### src/rtl/seq_pattern_detector.sv
// ---------------------------------------------------------------------------
// seq_pattern_detector
//
// Parametrised serial pattern detector. This block replaces the fixed 3-bit
// "100" detector. The pattern length is fixed at build time. The pattern
// value is loaded at run time.
//
// Valid bits shift into a history register, newest bit at bit 0. After
// PAT_LEN bits have been collected, every new valid bit is compared against
// the loaded pattern. A hit produces a registered one-cycle pulse on `out`.
// A hit also bumps a saturating match counter.
//
// Optional build macro: SEQ_DET_MASK_EN
//   When defined, the block adds a per-bit don't-care mask (pattern_mask).
//   The mask is latched together with the pattern.
//   When undefined, a hit requires an exact compare.
//
// Handshake: serialInput is consumed only on a rising clk edge where
//   in_valid=1. There is no back-pressure; the block is always ready.
//   pattern_load wins over a same-edge valid bit, and that bit is dropped.
//
// Ports:
//   clk           system clock; all state changes on the rising edge
//   reset         asynchronous, active-high reset
//   serialInput   serial data bit
//   in_valid      qualifies serialInput
//   pattern       pattern value; pattern[PAT_LEN-1] matches the oldest bit
//   pattern_mask  (SEQ_DET_MASK_EN only) 1 = compare bit, 0 = don't care
//   pattern_load  latch pattern (and mask), clear history, restart search
//   overlap_en    1 = keep history after a hit; 0 = restart after a hit
//   count_clear   synchronous clear of match_count (wins over increment)
//   out           one-cycle registered match pulse
//   match_count   saturating number of matches
//   armed         high while the FSM is in SEARCH
//   dbg_state_o   FSM state (0 = IDLE, 1 = FILL, 2 = SEARCH)
//   dbg_fill_o    fill counter, zero-extended
// ---------------------------------------------------------------------------
module seq_pattern_detector #(
  parameter int PAT_LEN = 4,
  parameter int CNT_W   = 8
) (
  input  logic               clk,
  input  logic               reset,
  input  logic               serialInput,
  input  logic               in_valid,
  input  logic [PAT_LEN-1:0] pattern,
`ifdef SEQ_DET_MASK_EN
  input  logic [PAT_LEN-1:0] pattern_mask,
`endif
  input  logic               pattern_load,
  input  logic               overlap_en,
  input  logic               count_clear,
  output logic               out,
  output logic [CNT_W-1:0]   match_count,
  output logic               armed,
  output logic [1:0]         dbg_state_o,
  output logic [4:0]         dbg_fill_o
);

  localparam int FILL_W = $clog2(PAT_LEN + 1);
  localparam logic [FILL_W-1:0] FILL_FULL = FILL_W'(PAT_LEN);
  localparam logic [FILL_W-1:0] FILL_LAST = FILL_W'(PAT_LEN - 1);

  typedef enum logic [1:0] {
    IDLE   = 2'd0,
    FILL   = 2'd1,
    SEARCH = 2'd2
  } state_t;

  state_t             state_q;
  logic [PAT_LEN-1:0] pat_q;
  logic [PAT_LEN-1:0] hist_q;
  logic [FILL_W-1:0]  fill_q;
  logic               out_q;
  logic [CNT_W-1:0]   count_q;

  logic [PAT_LEN-1:0] hist_d;
  logic               completing;
  logic               cmp_ok;
  logic               hit;

`ifdef SEQ_DET_MASK_EN
  logic [PAT_LEN-1:0] mask_q;
`endif

  // The history value this bit would produce, and whether that value hits.
  // A hit needs a full window. The window is full when we are already in
  // SEARCH, or when this bit is the last one needed to fill it.
  always_comb begin
    hist_d     = {hist_q[PAT_LEN-2:0], serialInput};
    completing = (state_q == SEARCH) ||
                 ((state_q == FILL) && (fill_q == FILL_LAST));
`ifdef SEQ_DET_MASK_EN
    cmp_ok     = (((hist_d ^ pat_q) & mask_q) == '0);
`else
    cmp_ok     = (hist_d == pat_q);
`endif
    hit        = in_valid && !pattern_load && completing && cmp_ok;
  end

  // Main FSM.
  // pattern_load is checked first so that a reload always drops the
  // same-edge bit.
  always_ff @(posedge clk or posedge reset) begin
    if (reset) begin
      state_q <= IDLE;
      pat_q   <= '0;
      hist_q  <= '0;
      fill_q  <= '0;
      out_q   <= 1'b0;
`ifdef SEQ_DET_MASK_EN
      mask_q  <= '1;
`endif
    end else begin
      out_q <= hit;
      if (pattern_load) begin
        pat_q   <= pattern;
`ifdef SEQ_DET_MASK_EN
        mask_q  <= pattern_mask;
`endif
        hist_q  <= '0;
        fill_q  <= '0;
        state_q <= FILL;
      end else if (in_valid && (state_q != IDLE)) begin
        if (hit && !overlap_en) begin
          // Non-overlapping mode: the next match needs a fresh window.
          hist_q  <= '0;
          fill_q  <= '0;
          state_q <= FILL;
        end else if (completing) begin
          hist_q  <= hist_d;
          fill_q  <= FILL_FULL;
          state_q <= SEARCH;
        end else begin
          hist_q  <= hist_d;
          fill_q  <= fill_q + 1'b1;
          state_q <= FILL;
        end
      end
    end
  end

  // Saturating match counter.
  // A clear wins over a same-edge hit. A pattern reload leaves the count
  // unchanged.
  always_ff @(posedge clk or posedge reset) begin
    if (reset) begin
      count_q <= '0;
    end else if (count_clear) begin
      count_q <= '0;
    end else if (hit && (count_q != {CNT_W{1'b1}})) begin
      count_q <= count_q + 1'b1;
    end
  end

  assign out         = out_q;
  assign match_count = count_q;
  assign armed       = (state_q == SEARCH);
  assign dbg_state_o = state_q;
  assign dbg_fill_o  = 5'(fill_q);

endmodule

### config.mk
export PLATFORM = sky130hd
export DESIGN_NAME = seq_pattern_detector
export DESIGN_NICKNAME = d
export VERILOG_FILES = /design/src/rtl/seq_pattern_detector.sv
export SDC_FILE = /design/constraint.sdc
export NUM_CORES = 1
export LEC_CHECK = 0
export ABC_CLOCK_PERIOD_IN_PS = 2300
export BUFFER_PORTS_ARGS = -buffer_cell sky130_fd_sc_hd__buf_2
export CAP_MARGIN = 10
export CELL_PAD_IN_SITES_DETAIL_PLACEMENT = 0
export CELL_PAD_IN_SITES_GLOBAL_PLACEMENT = 1
export CORE_ASPECT_RATIO = 0.9
export CORE_MARGIN = 4
export CORE_UTILIZATION = 40
export CTS_CLUSTER_SIZE = 12
export DETAILED_ROUTE_END_ITERATION = 10
export PLACE_DENSITY_LB_ADDON = 0.1
export SLEW_MARGIN = 40
export SYNTH_ARGS = -nofsm -noshare
export SYNTH_HDL_FRONTEND = slang
export SYNTH_SLANG_ARGS = --single-unit
### constraint.sdc
create_clock -name clk -period 2.3 [get_ports clk]
set_input_delay 0.69 -clock clk [delete_from_list [all_inputs] [get_ports clk]]
set_output_delay 0.69 -clock clk [all_outputs]
set_load 0.03 [all_outputs]
# ---- Yosys cells after proc, flatten, opt, wreduce, memory -nomap -nowiden
# Index checks and enable logic that the tools add are counted.
dict set report word_totals {
  reg_bits 21
  input_bits 11
  out_inout_bits 17
  word_cells 39
}
dict set report classes {
  n_addsub 2
  n_eq_ne 5
  muxes 13
  reduce_logical 13
}
# cell n
set op_table {}
lappend op_table {{3-bit 2-to-1 mux} 7}
lappend op_table {{8-bit 2-to-1 mux} 2}
lappend op_table {{8-bit by 1-bit adder with 8-bit output, second input constant} 1}
lappend op_table {{2-bit 2-to-1 mux} 4}
lappend op_table {{8-bit inequality test, second input constant} 1}
lappend op_table {{1-bit logical AND} 7}
lappend op_table {{2-bit nonzero test} 3}
lappend op_table {{4-bit equality test} 1}
lappend op_table {{3-bit by 1-bit adder with 3-bit output, second input constant} 1}
lappend op_table {{3-bit by 2-bit equality test with 1-bit output, second input constant} 1}
lappend op_table {{2-bit by 1-bit equality test with 1-bit output, second input constant} 1}
lappend op_table {{2-bit equality test, second input constant} 1}
lappend op_table {{1-bit logical NOT} 2}
lappend op_table {{1-bit logical OR} 1}

# ---- Depth between registers and ports, before layout
# Gate-level depths: netlist of run 1.
dict set report logic_depth {
  ltp_word 9
  depth_mapped 6
  depth_no_buf 6
}

# ---- Worst setup path after synthesis of run 1
# Ideal clock, no wire load.
dict set report synth_path {
  path_kind {register to register}
  from {reg fill_q[0]}
  to {reg count_q[3] (netlist: match_count[3])}
  setup_time_ns 0.128
  t_arrival_ns 1.891
  required_ns 2.172
  path_slack_ns 0.282
  path_stages_with_launch 7
  path_buffers 0
  period_less_slack_ns 2.018
  cell_sequence {dfrtp_1 -> ha_1 -> ha_1 -> and3b_1 -> o2111ai_4 -> nor4_1 -> mux2_1}
}
dict set report synth_via {
  elab_chain_len 7
}
# item line
set synth_rtl {}
lappend synth_rtl {{start, declared} 73} ;# logic [FILL_W-1:0] fill_q;
lappend synth_rtl {{start signal, assigned} 136} ;# fill_q <= fill_q + 1'b1;
lappend synth_rtl {{3-bit by 2-bit equality test with 1-bit output} 92} ;# ((state_q == FILL) && (fill_q == FILL_LAST));
lappend synth_rtl {{1-bit logical AND} 92}
lappend synth_rtl {{1-bit logical OR} 91} ;# completing = (state_q == SEARCH) ||
lappend synth_rtl {{1-bit logical AND (2 in series)} 98} ;# hit = in_valid && !pattern_load && completing && cmp_ok;
lappend synth_rtl {{1-bit logical AND} 151} ;# end else if (hit && (count_q != {CNT_W{1'b1}})) begin
lappend synth_rtl {{2-bit nonzero test (no source line)} n/a}
lappend synth_rtl {{end signal, assigned} 152} ;# count_q <= count_q + 1'b1;
lappend synth_rtl {{end, declared} 75} ;# logic [CNT_W-1:0] count_q;
# Every way passes these cells.
# A chain may end at the register's enable or synchronous reset.

# ---- Worst setup path in the final report of run 1
dict set report layout_path {
  from {reg fill_q[0]}
  to {reg count_q[4] (netlist: match_count[4])}
}
# The elaborated chain is that of the path after synthesis.

==> reports/results.txt, run 1 <==
status: completed
Worst Path Arrival: 2.18 ns
Initial Util: 42.56%
residual DRC count: 0
RR Startpoint: fill_q[0]
DP Wirelength: 1812 um
drt first-iter violations: 25
total inserted antenna cells: 0
RSZ-0062 raised after global routing: no
most frequent cells in the layout: 25 x buf_2, 21 x dfrtp_1, 9 x nor2_1
Post-synth EDFFs: 0
peak supply drop: 0.0003047 V
Pwr Density: 482.1 nW/um^2
Post-Place Worst Slack: 0.2596 ns
top cell type's share of synthesized area: 44.21%
Slew Viols, Final: 0
final cell count without fillers: 177
Compound-Gate Fraction of Synth Area: 11.37%
Fmax: 503.6 MHz
Final setup viols: 0
PortBufs: 25
minimum hold slack: 0.3908 ns
Worst R2R End: match_count[4]
Avg WL per Cell: 13.28 um
fin crit share: 86.34%
CTS clock-pin slew for the worst setup and hold paths: 0.12 ns
first-pass GRT wire length: 4167 um
Placed Cells: 173
clk buf depth: 2
Via density: 5.023
setup ws final: 0.3142 ns
post-route setup TNS: 0 ns
FP Rows: 18
Clock Sinks: 21
die area: 3909 sq um
CP Capture Type: flip-flop
Yosys reg bits: 21
H-tree depth: 1
DIE WIDTH: 65.46 um
number of routed nets with antenna violations: 0
Post-Synth Simple-Gate Area: 22.95%
kind of start point of the critical path: flip-flop
Post-CTS Resized: 0
core area: 2793 sq um
GRT overflow: 0
Mapped Cells: 109
Post-Synth XOR/XNOR Area: 2.947%
Hold Vio Cnt, Final: 0
Post-layout nets: 152
Post-CTS Hold Buffers: 0
area grow syn2layout: 15.37%
Seq/Total Area, Yosys: 44.21%
initial antenna violation count: 0
routability cong.: 0.7501
largest cells by area after synthesis: dfrtp_1 44%, mux2_1 5.7%, mux2_2 3.8%
r2r setup slk: 0.31 ns
critical path peak fanout: 9
CTS tree: done
CTS Buf Count: 3
vias in the first global route: 898
Post-Route Skew: 0.005096 ns
Cell variety after synth: 36
Worst R2R Path Depth: 6
GR Util All Layers: 13.88%
Post-Syn Area: 1189 sq um
Root Driver: clkbuf_4
Hold Path Class: input port to async pin
num ports: 28
asr flop ratio synth: 100.0%
minimum clock period: 1.986 ns
Post-CTS Setup Bufs: 0
Die Y-Extent: 59.72 um
largest family of logic cells by synthesized area: simple AND/OR/NAND/NOR gates
max-cap viol count: 0
WL final: 2350 um
Synth area leader: dfrtp_1
share of cells above drive strength 1: 31.39%
Worst EP required: 2.49 ns
Final Util: 49.10%
leakage: 0.0006750 uW
Worst-Skew Late Latency: 0.30 ns
Setup CP Type: flip-flop to flip-flop
post-synthesis mux area share: 10.32%
predominant post-synthesis flop cell: dfrtp_1
Synth Area in Adders: 3.158%
YS warnings: 0
largest net degree at the start of global routing: 22
drt pass-1 iters: 4
most common cell after layout, fill and taps aside: buf_2
routed vias: 889
synthesized area per cell: 10.90 sq um
==> sequential cells by signal (all words and copies together), names as in the netlist <==
register     cells
hist_q           3
pat_q            4
dbg_state_o      2
out              1
fill_q           3
match_count      8
==> how the worst max path moves through the flow <==
stage                startpoint        endpoint  depth (start not counted)
finish                fill_q[0]  match_count[4]                          6
floorplan             fill_q[0]  match_count[3]                          6
global route          fill_q[0]  match_count[4]                          6
CTS                   fill_q[0]  match_count[4]                          6
global placement    serialInput  match_count[4]                          5
detailed placement  serialInput  match_count[4]                          5
==> synth_stat cells, types with 2 or more instances <==
library cell and number:
and2b_2 2, xnor2_1 4, ha_1 3, mux2_2 4, mux2_1 6, buf_4 2, nor2b_1 4, nand3_1 7
nor4_1 5, buf_6 2, nor2_1 9, nand2_1 7, a21oi_1 3, dfrtp_1 21, a22o_1 5, inv_1 5
==> power breakdown <==
group | switching (uW) | total, uW | internal, uW
Clock | 111 | 178 | 67.5
Sequential | 9.33 | 391 | 382
Combinational | 55.7 | 91.8 | 36.1
==> area by class of cell <==
| cell class | instances | area, sq um |
|---|---|---|
| clock buffers | 4 | 26.28 |
| fillers | 292 | 1421 |
| inverters | 5 | 18.77 |
| multi-input cells | 80 | 610.6 |
| flip-flops and latches | 21 | 525.5 |
| well taps | 40 | 50.05 |
| repair buffers | 27 | 140.1 |
==> kinds of logic (layout without fill, tap and decap cells) <==
group	after synthesis	count (layout)
xor gates and xnor gates	4	4
buffers and inverters	9	36
other	1	2
and+or+nand+nor	46	46
muxes	11	11
adders and majority gates	3	3
AOI/OAI and AO/OA	14	14
DFF	21	21
==> worst max-delay path, cell delays in order (launching register included) <==
cell       delay, ns
dfrtp_1         0.40
ha_1            0.18
ha_1            0.16
and3b_1         0.22
o2111ai_4       0.21
nor4_1          0.37
mux2_1          0.35
==> through the flow <==
stage                     instance area [sq um]  total power (uW)
after floorplan                            1192             468.2
after global placement                     1345             490.6
final                                      1371             661.1
after global routing                       1371             702.9
after detailed placement                   1345             492.4
after CTS                                  1371             676.9
==> routing by layer <==
layer | vias up | GRT usage [%] | share of wire (%)
li1 | 442 | - | -
met1 | 416 | 19.18 | 48
met2 | 29 | 21.36 | 44
met3 | 2 | 4.323 | 6.6
met4 | 0 | 3.254 | 0.81
met5 | - | 0 | 0
Power figures use the tool's default switching activity.
==> inputs of run 2 (changes only) <==
--- a/config.mk
+++ b/config.mk
@@ -5,14 +5,14 @@
 export SDC_FILE = /design/constraint.sdc
 export NUM_CORES = 1
 export LEC_CHECK = 0
-export ABC_CLOCK_PERIOD_IN_PS = 2300
+export ABC_CLOCK_PERIOD_IN_PS = 1700
 export BUFFER_PORTS_ARGS = -buffer_cell sky130_fd_sc_hd__buf_2
 export CAP_MARGIN = 10
 export CELL_PAD_IN_SITES_DETAIL_PLACEMENT = 0
 export CELL_PAD_IN_SITES_GLOBAL_PLACEMENT = 1
 export CORE_ASPECT_RATIO = 0.9
 export CORE_MARGIN = 4
-export CORE_UTILIZATION = 40
+export CORE_UTILIZATION = 36
 export CTS_CLUSTER_SIZE = 12
 export DETAILED_ROUTE_END_ITERATION = 10
 export PLACE_DENSITY_LB_ADDON = 0.1
==> constraint.sdc (replaced) <==
create_clock -name clk -period 1.7 [get_ports clk]
set_input_delay 0.51 -clock clk [delete_from_list [all_inputs] [get_ports clk]]
set_output_delay 0.51 -clock clk [all_outputs]
set_load 0.03 [all_outputs]
==> run 2 against run 1 <==
The flow now finishes with violations (negative setup slack). Clock power rose by 83%. Clock skew decreased by 0.0025 ns. Die area increased by 9.7%. Global-route usage increased by 0.092 points. First-iteration DRC count increased by 110%.
==> reports/results.txt, run 2 (synthesized netlist as in run 1, its figures left out) <==
status: complete, but fails checks (was completed)
violated checks: negative setup slack
Critical Path Stages: 6 (unchanged)
WL met2: 1224 um (was 1039 um)
number of routed nets with antenna violations: 0 (unchanged)
Slew Viols, Final: 0 (unchanged)
GRT overflow: 0 (unchanged)
drt pass-1 iters: 4 (unchanged)
Worst Path Arrival: 1.95 ns (was 2.18 ns)
critical path peak fanout: 5 (was 9)
fin crit share: 106.2% (was 86.34%)
CP Capture Type: flip-flop (unchanged)
kind of start point of the critical path: flip-flop (unchanged)
PortBufs: 25 (unchanged)
Initial Util: 38.17% (was 42.56%)
routed wl met3: 132 um (was 156 um)
most frequent cells in the layout: 24 x buf_2, 18 x dfrtp_1, 17 x buf_4 (was 25 x buf_2, 21 x dfrtp_1, 9 x nor2_1)
multi-input logic area: 684.4 sq um (was 610.6 sq um)
area grow syn2layout: 32.74% (was 15.37%)
CP delay by family, top: flip-flops (was simple AND/OR/NAND/NOR gates)
post-route setup TNS: -0.8884 ns (was 0 ns)
Worst EP required: 1.84 ns (was 2.49 ns)
Post-CTS Hold Buffers: 0 (unchanged)
Clock Sinks: 21 (unchanged)
Worst R2R Path Depth: 6 (unchanged)
met1 WL: 1304 um (was 1135 um)
Post-CTS Setup Bufs: 0 (unchanged)
Top Layer Used: met4 (unchanged)
Worst-Skew Late Latency: 0.25 ns (was 0.30 ns)
CTS clock-pin slew for the worst setup and hold paths: 0.08 ns (was 0.12 ns)
Via density: 5.046 (was 5.023)
largest net degree at the start of global routing: 22 (unchanged)
Hold Vio Cnt, Final: 0 (unchanged)
leakage: 0.0007545 uW (was 0.0006750 uW)
Fill cells: 297 (was 292)
Setup CP Type: flip-flop to flip-flop (unchanged)
Post-Route Skew: 0.002596 ns (was 0.005096 ns)
minimum clock period: 1.806 ns (was 1.986 ns)
RSZ-0062 raised after global routing: yes (was no)
setup ws final: -0.1060 ns (was 0.3142 ns)
Root Driver: clkbuf_8 (was clkbuf_4)
Worst path max stage delay: 0.43 ns (was 0.40 ns)
die area: 4286 sq um (was 3909 sq um)
most common cell after layout, fill and taps aside: buf_2 (unchanged)
share of cells above drive strength 1: 46.05% (was 31.39%)
Post-DP Area: 1508 sq um (was 1345 sq um)
r2r setup slk: -0.11 ns (was 0.31 ns)
RR Startpoint: fill_q[1] (was fill_q[0])
DP Wirelength: 2001 um (was 1812 um)
Final setup viols: 13 (was 0)
max reg flops: 8 (unchanged)
max-cap viol count: 0 (unchanged)
residual DRC count: 0 (unchanged)
num ports: 28 (unchanged)
clk buf depth: 2 (unchanged)
drt first-iter violations: 52 (was 25)
core area: 3114 sq um (was 2793 sq um)
Fmax: 553.7 MHz (was 503.6 MHz)
Hold Path Class: input port to async pin (unchanged)
Pwr Density: 637.8 nW/um^2 (was 482.1 nW/um^2)
initial antenna violation count: 0 (unchanged)
CP dominant cell by count: ha_4 (was ha_1)
WL final: 2678 um (was 2350 um)
routability cong.: 0.7891 (was 0.7501)
H-tree depth: 1 (unchanged)
Final Cell Area: 1578 sq um (was 1371 sq um)
worst path cell trace: ha_4 -> ha_4 -> and3b_2 -> o2111ai_4 -> nor3_2 -> mux2_1 (was ha_1 -> ha_1 -> and3b_1 -> o2111ai_4 -> nor4_1 -> mux2_1)
Avg WL per Cell: 13.80 um (was 13.28 um)
GR Util All Layers: 13.98% (was 13.88%)
total inserted antenna cells: 0 (unchanged)
CTS Buf Count: 3 (unchanged)
Worst R2R End: match_count[0] (was match_count[4])
vias in the first global route: 1,018 (was 898)
DIE WIDTH: 68.57 um (was 65.46 um)
Reg area: 529.3 sq um (was 525.5 sq um)
routed vias: 979 (was 889)
Slowest cell on crit path: dfrtp_2 (was dfrtp_1)
FP Rows: 19 (was 18)
CTS tree: done (unchanged)
peak supply drop: 0.0003841 V (was 0.0003047 V)
Buffers & Inverters on Critical Path: 0 (unchanged)
Die Y-Extent: 62.51 um (was 59.72 um)
Post-layout nets: 167 (was 152)
first-pass GRT wire length: 4657 um (was 4167 um)
## run 2: what timing repair did
action | 4_1_cts | 5_1_grt
pin swaps | 2 | 0
setup endpoints to repair | 15 | 14
gates cloned | 1 | 0
gates resized for setup | 0 | 4
## run 2: through the flow
stage	hold slack, ns	total power, uW	setup slack [ns]	std cells	utilization (%)
floorplan	0.4863	639.9	-0.2001	110	-
global placement	0.5122	684.6	-0.1935	189	48.41
detailed placement	0.5210	687.5	-0.2037	189	48.41
CTS	0.2793	1020	-0.1242	194	50.34
global route	0.3028	1070	-0.1659	194	50.66
finish	0.2668	1006	-0.1060	194	50.66
## run 2: layout make-up
| type | instances | area share (%) |
|---|---|---|
| inverter | 5 | 1.190 |
| multi-input combinational | 81 | 43.38 |
| tap | 42 | 3.331 |
| timing repair buffer | 41 | 15.70 |
| sequential | 21 | 33.54 |
| clock buffer | 4 | 2.855 |
## run 2: worst max-delay path by stage
stage | from | end | slack, ns
floorplan | fill_q[0] | match_count[0] | -0.20
global placement | fill_q[1] | match_count[0] | -0.19
detailed placement | fill_q[1] | match_count[0] | -0.20
CTS | fill_q[1] | match_count[0] | -0.12
global route | fill_q[1] | match_count[0] | -0.17
finish | fill_q[1] | match_count[0] | -0.11
## run 2: worst reg2reg max path, cell delays in order, from the launching register on
cell,delay (ns)
dfrtp_2,0.43
ha_4,0.17
ha_4,0.15
and3b_2,0.23
o2111ai_4,0.31
nor3_2,0.09
mux2_1,0.32
## run 2: per-layer routing
metal	global-route usage, %	vias up
met3	2.878	2
li1	-	476
met4	3.722	0
met2	21.10	19
met1	19.96	482
met5	0	-
## run 2: power by group
part           switching, uW  internal (uW)  total (uW)
Clock                    160            167         326
Sequential              13.8            517         531
Combinational           86.4           63.2         150
Total                    260            747        1010
==> inputs of run 3 (changes only) <==
--- a/config.mk
+++ b/config.mk
@@ -16,6 +16,7 @@
 export CTS_CLUSTER_SIZE = 12
 export DETAILED_ROUTE_END_ITERATION = 10
 export PLACE_DENSITY_LB_ADDON = 0.1
+export RECOVER_POWER = 100
 export SLEW_MARGIN = 40
 export SYNTH_ARGS = -nofsm -noshare
 export SYNTH_HDL_FRONTEND = slang
==> run 3 against run 2 <==
The flow still finishes with violations (negative setup slack). Non-clock buffer count unchanged. Fmax about the same. Utilization is 0.68 points lower. Clock power hardly changed. Largest cell class unchanged.
==> reports/results.txt, run 3 (synthesized netlist as in run 1, its figures left out) <==
Post-Place Worst Slack: -0.2037 ns (unchanged)
GR peak layer: met2 (unchanged)
routed vias: 982 (was 979)
Initial Util: 38.17% (unchanged)
most common cell after layout, fill and taps aside: dfrtp_1 (was buf_2)
Slew Viols, Final: 0 (unchanged)
die area: 4286 sq um (unchanged)
met1 global-route usage: 19.96% (unchanged)
Psw: 260.2 uW (was 259.8 uW)
Worst EP required: 1.84 ns (about the same)
leakage: 0.0006996 uW (was 0.0007545 uW)
routability cong.: 0.7891 (unchanged)
RSZ-0062 raised after global routing: yes (unchanged)
CTS clock-pin slew for the worst setup and hold paths: 0.08 ns (about the same)
max-cap viol count: 0 (unchanged)
core area: 3114 sq um (unchanged)
Slew HR: 22.38%
Clock Power Share: 32.5% (was 32.4%)
GR Util All Layers: 13.98% (unchanged)
RR Startpoint: fill_q[1] (unchanged)
kind of start point of the critical path: flip-flop (unchanged)
FP Rows: 19 (unchanged)
Clock Sinks: 21 (unchanged)
r2r setup slk: -0.11 ns (about the same)
violated checks: negative setup slack (unchanged)
setup ws final: -0.1056 ns (was -0.1060 ns)
Post-Route Skew: 0.002413 ns (was 0.002596 ns)
Root Driver: clkbuf_8 (unchanged)
Pwr Density: 645.0 nW/um^2 (was 637.8 nW/um^2)
minimum clock period: 1.806 ns (about the same)
register share of total power: 52.9% (was 52.7%)
Worst R2R End: match_count[0] (unchanged)
peak supply drop: 0.0003816 V (was 0.0003841 V)
CTS Buf Count: 3 (unchanged)
P_int: 743.7 uW (was 746.5 uW)
logic gate share of total power: 14.6% (was 14.9%)
switch share: 25.92% (was 25.81%)
WL final: 2673 um (was 2678 um)
Placed Cells: 189 (unchanged)
post-route setup TNS: -0.8857 ns (was -0.8884 ns)
Hold Vio Cnt, Final: 0 (unchanged)
residual DRC count: 0 (unchanged)
Post-layout nets: 167 (unchanged)
area grow syn2layout: 30.95% (was 32.74%)
global routing usage on met2: 21.10% (unchanged)
Hold Crit Start: overlap_en
Avg WL per Cell: 13.78 um (was 13.80 um)
initial antenna violation count: 0 (unchanged)
Via density: 5.062 (was 5.046)
most frequent cells in the layout: 18 x dfrtp_1, 15 x buf_4, 14 x clkbuf_1 (was 24 x buf_2, 18 x dfrtp_1, 17 x buf_4)
Final setup viols: 13 (unchanged)
DP Wirelength: 2001 um (unchanged)
fin crit share: 106.2% (about the same)
worst slew pin tran: 1.164 ns
Die Y-Extent: 62.51 um (unchanged)
drt first-iter violations: 64 (was 52)
final cell count without fillers: 194 (unchanged)
share of cells above drive strength 1: 37.50% (was 46.05%)
num ports: 28 (unchanged)
clk buf depth: 2 (unchanged)
largest net degree at the start of global routing: 22 (unchanged)
total inserted antenna cells: 0 (unchanged)
H-tree depth: 1 (unchanged)
drt pass-1 iters: 4 (unchanged)
Worst Path Arrival: 1.95 ns (about the same)
worst setup path start: fill_q[1] (unchanged)
Worst-Skew Late Latency: 0.25 ns (about the same)
met3 Resource Use GR: 2.878% (unchanged)
critical path peak fanout: 5 (unchanged)
Worst R2R Path Depth: 6 (unchanged)
end of the critical path: match_count[0] (unchanged)
Setup CP Type: flip-flop to flip-flop (unchanged)
first-pass GRT wire length: 4657 um (unchanged)
number of routed nets with antenna violations: 0 (unchanged)
CP Capture Type: flip-flop (unchanged)
GRT overflow: 0 (unchanged)
Fmax: 553.8 MHz (was 553.7 MHz)
PortBufs: 25 (unchanged)
minimum hold slack: 0.4594 ns (was 0.2668 ns)
Final Power: 1004 uW (was 1006 uW)
vias in the first global route: 1,018 (unchanged)
CTS tree: done (unchanged)
DIE WIDTH: 68.57 um (unchanged)
Hold Path Class: input port to flip-flop (was input port to async pin)
max reg flops: 8 (unchanged)
status: complete, but fails checks (unchanged)
==> run 3: changes by cell type in the layout (fill, tap and decap cells not counted) <==
cell and change:
buf_4 -2, buf_2 -12, clkbuf_1 +13, clkbuf_2 +1
==> run 3: repair_timing <==
item / in CTS / in global routing
buffers inserted: 0 / 0
gates cloned: 1 / 0
pin swaps: 2 / 0
endpoints found under the hold margin: 0 / 0
hold buffers: 0 / 0
gates resized for setup: 0 / 4
endpoints found under the setup margin: 15 / 14
==> run 3: through the flow <==
step | instance area, sq um | util (%)
6_report | 1556 | 49.98
5_1_grt | 1556 | 49.98
4_1_cts | 1568 | 50.34
3_5_place_dp | 1508 | 48.41
3_3_place_gp | 1508 | 48.41
2_1_floorplan | 1247 | -
==> run 3: critical path, stage by stage, from the launching register on <==
cell       delay, ns
dfrtp_2         0.43
ha_4            0.17
ha_4            0.15
and3b_2         0.23
o2111ai_4       0.31
nor3_2          0.09
mux2_1          0.32
==> run 3: power groups by stage <==
stage	logic [uW]	clock network [uW]	registers, uW
finish	147	327	531
CTS	151	339	530
floorplan	90.7	0	549
detailed placement	147	0	540
global route	163	371	533
global placement	146	0	539
==> run 3: worst min path at each step <==
| stage | endpoint | cells after the start |
|---|---|---|
| floorplan | dbg_state_o[0] | 1 |
| global placement | pat_q[0] | 1 |
| detailed placement | pat_q[3] | 1 |
| CTS | pat_q[1] | 3 |
| global route | dbg_state_o[0] | 2 |
| finish | dbg_state_o[0] | 2 |
==> run 3: area by class of cell <==
| class | count | area [sq um] |
|---|---|---|
| well taps | 42 | 52.55 |
| clock buffers | 4 | 45.04 |
| multi-input cells | 81 | 684.4 |
| inverters | 5 | 18.77 |
| flip-flops and latches | 21 | 529.3 |
| repair buffers | 41 | 226.5 |
| fillers | 304 | 1558 |
==> run 3: per-layer routing <==
layer,vias to the layer above,part of all wire (%)
li1,477,-
met1,484,48
met2,19,46
met3,2,5.1
met4,0,0.64
met5,-,0
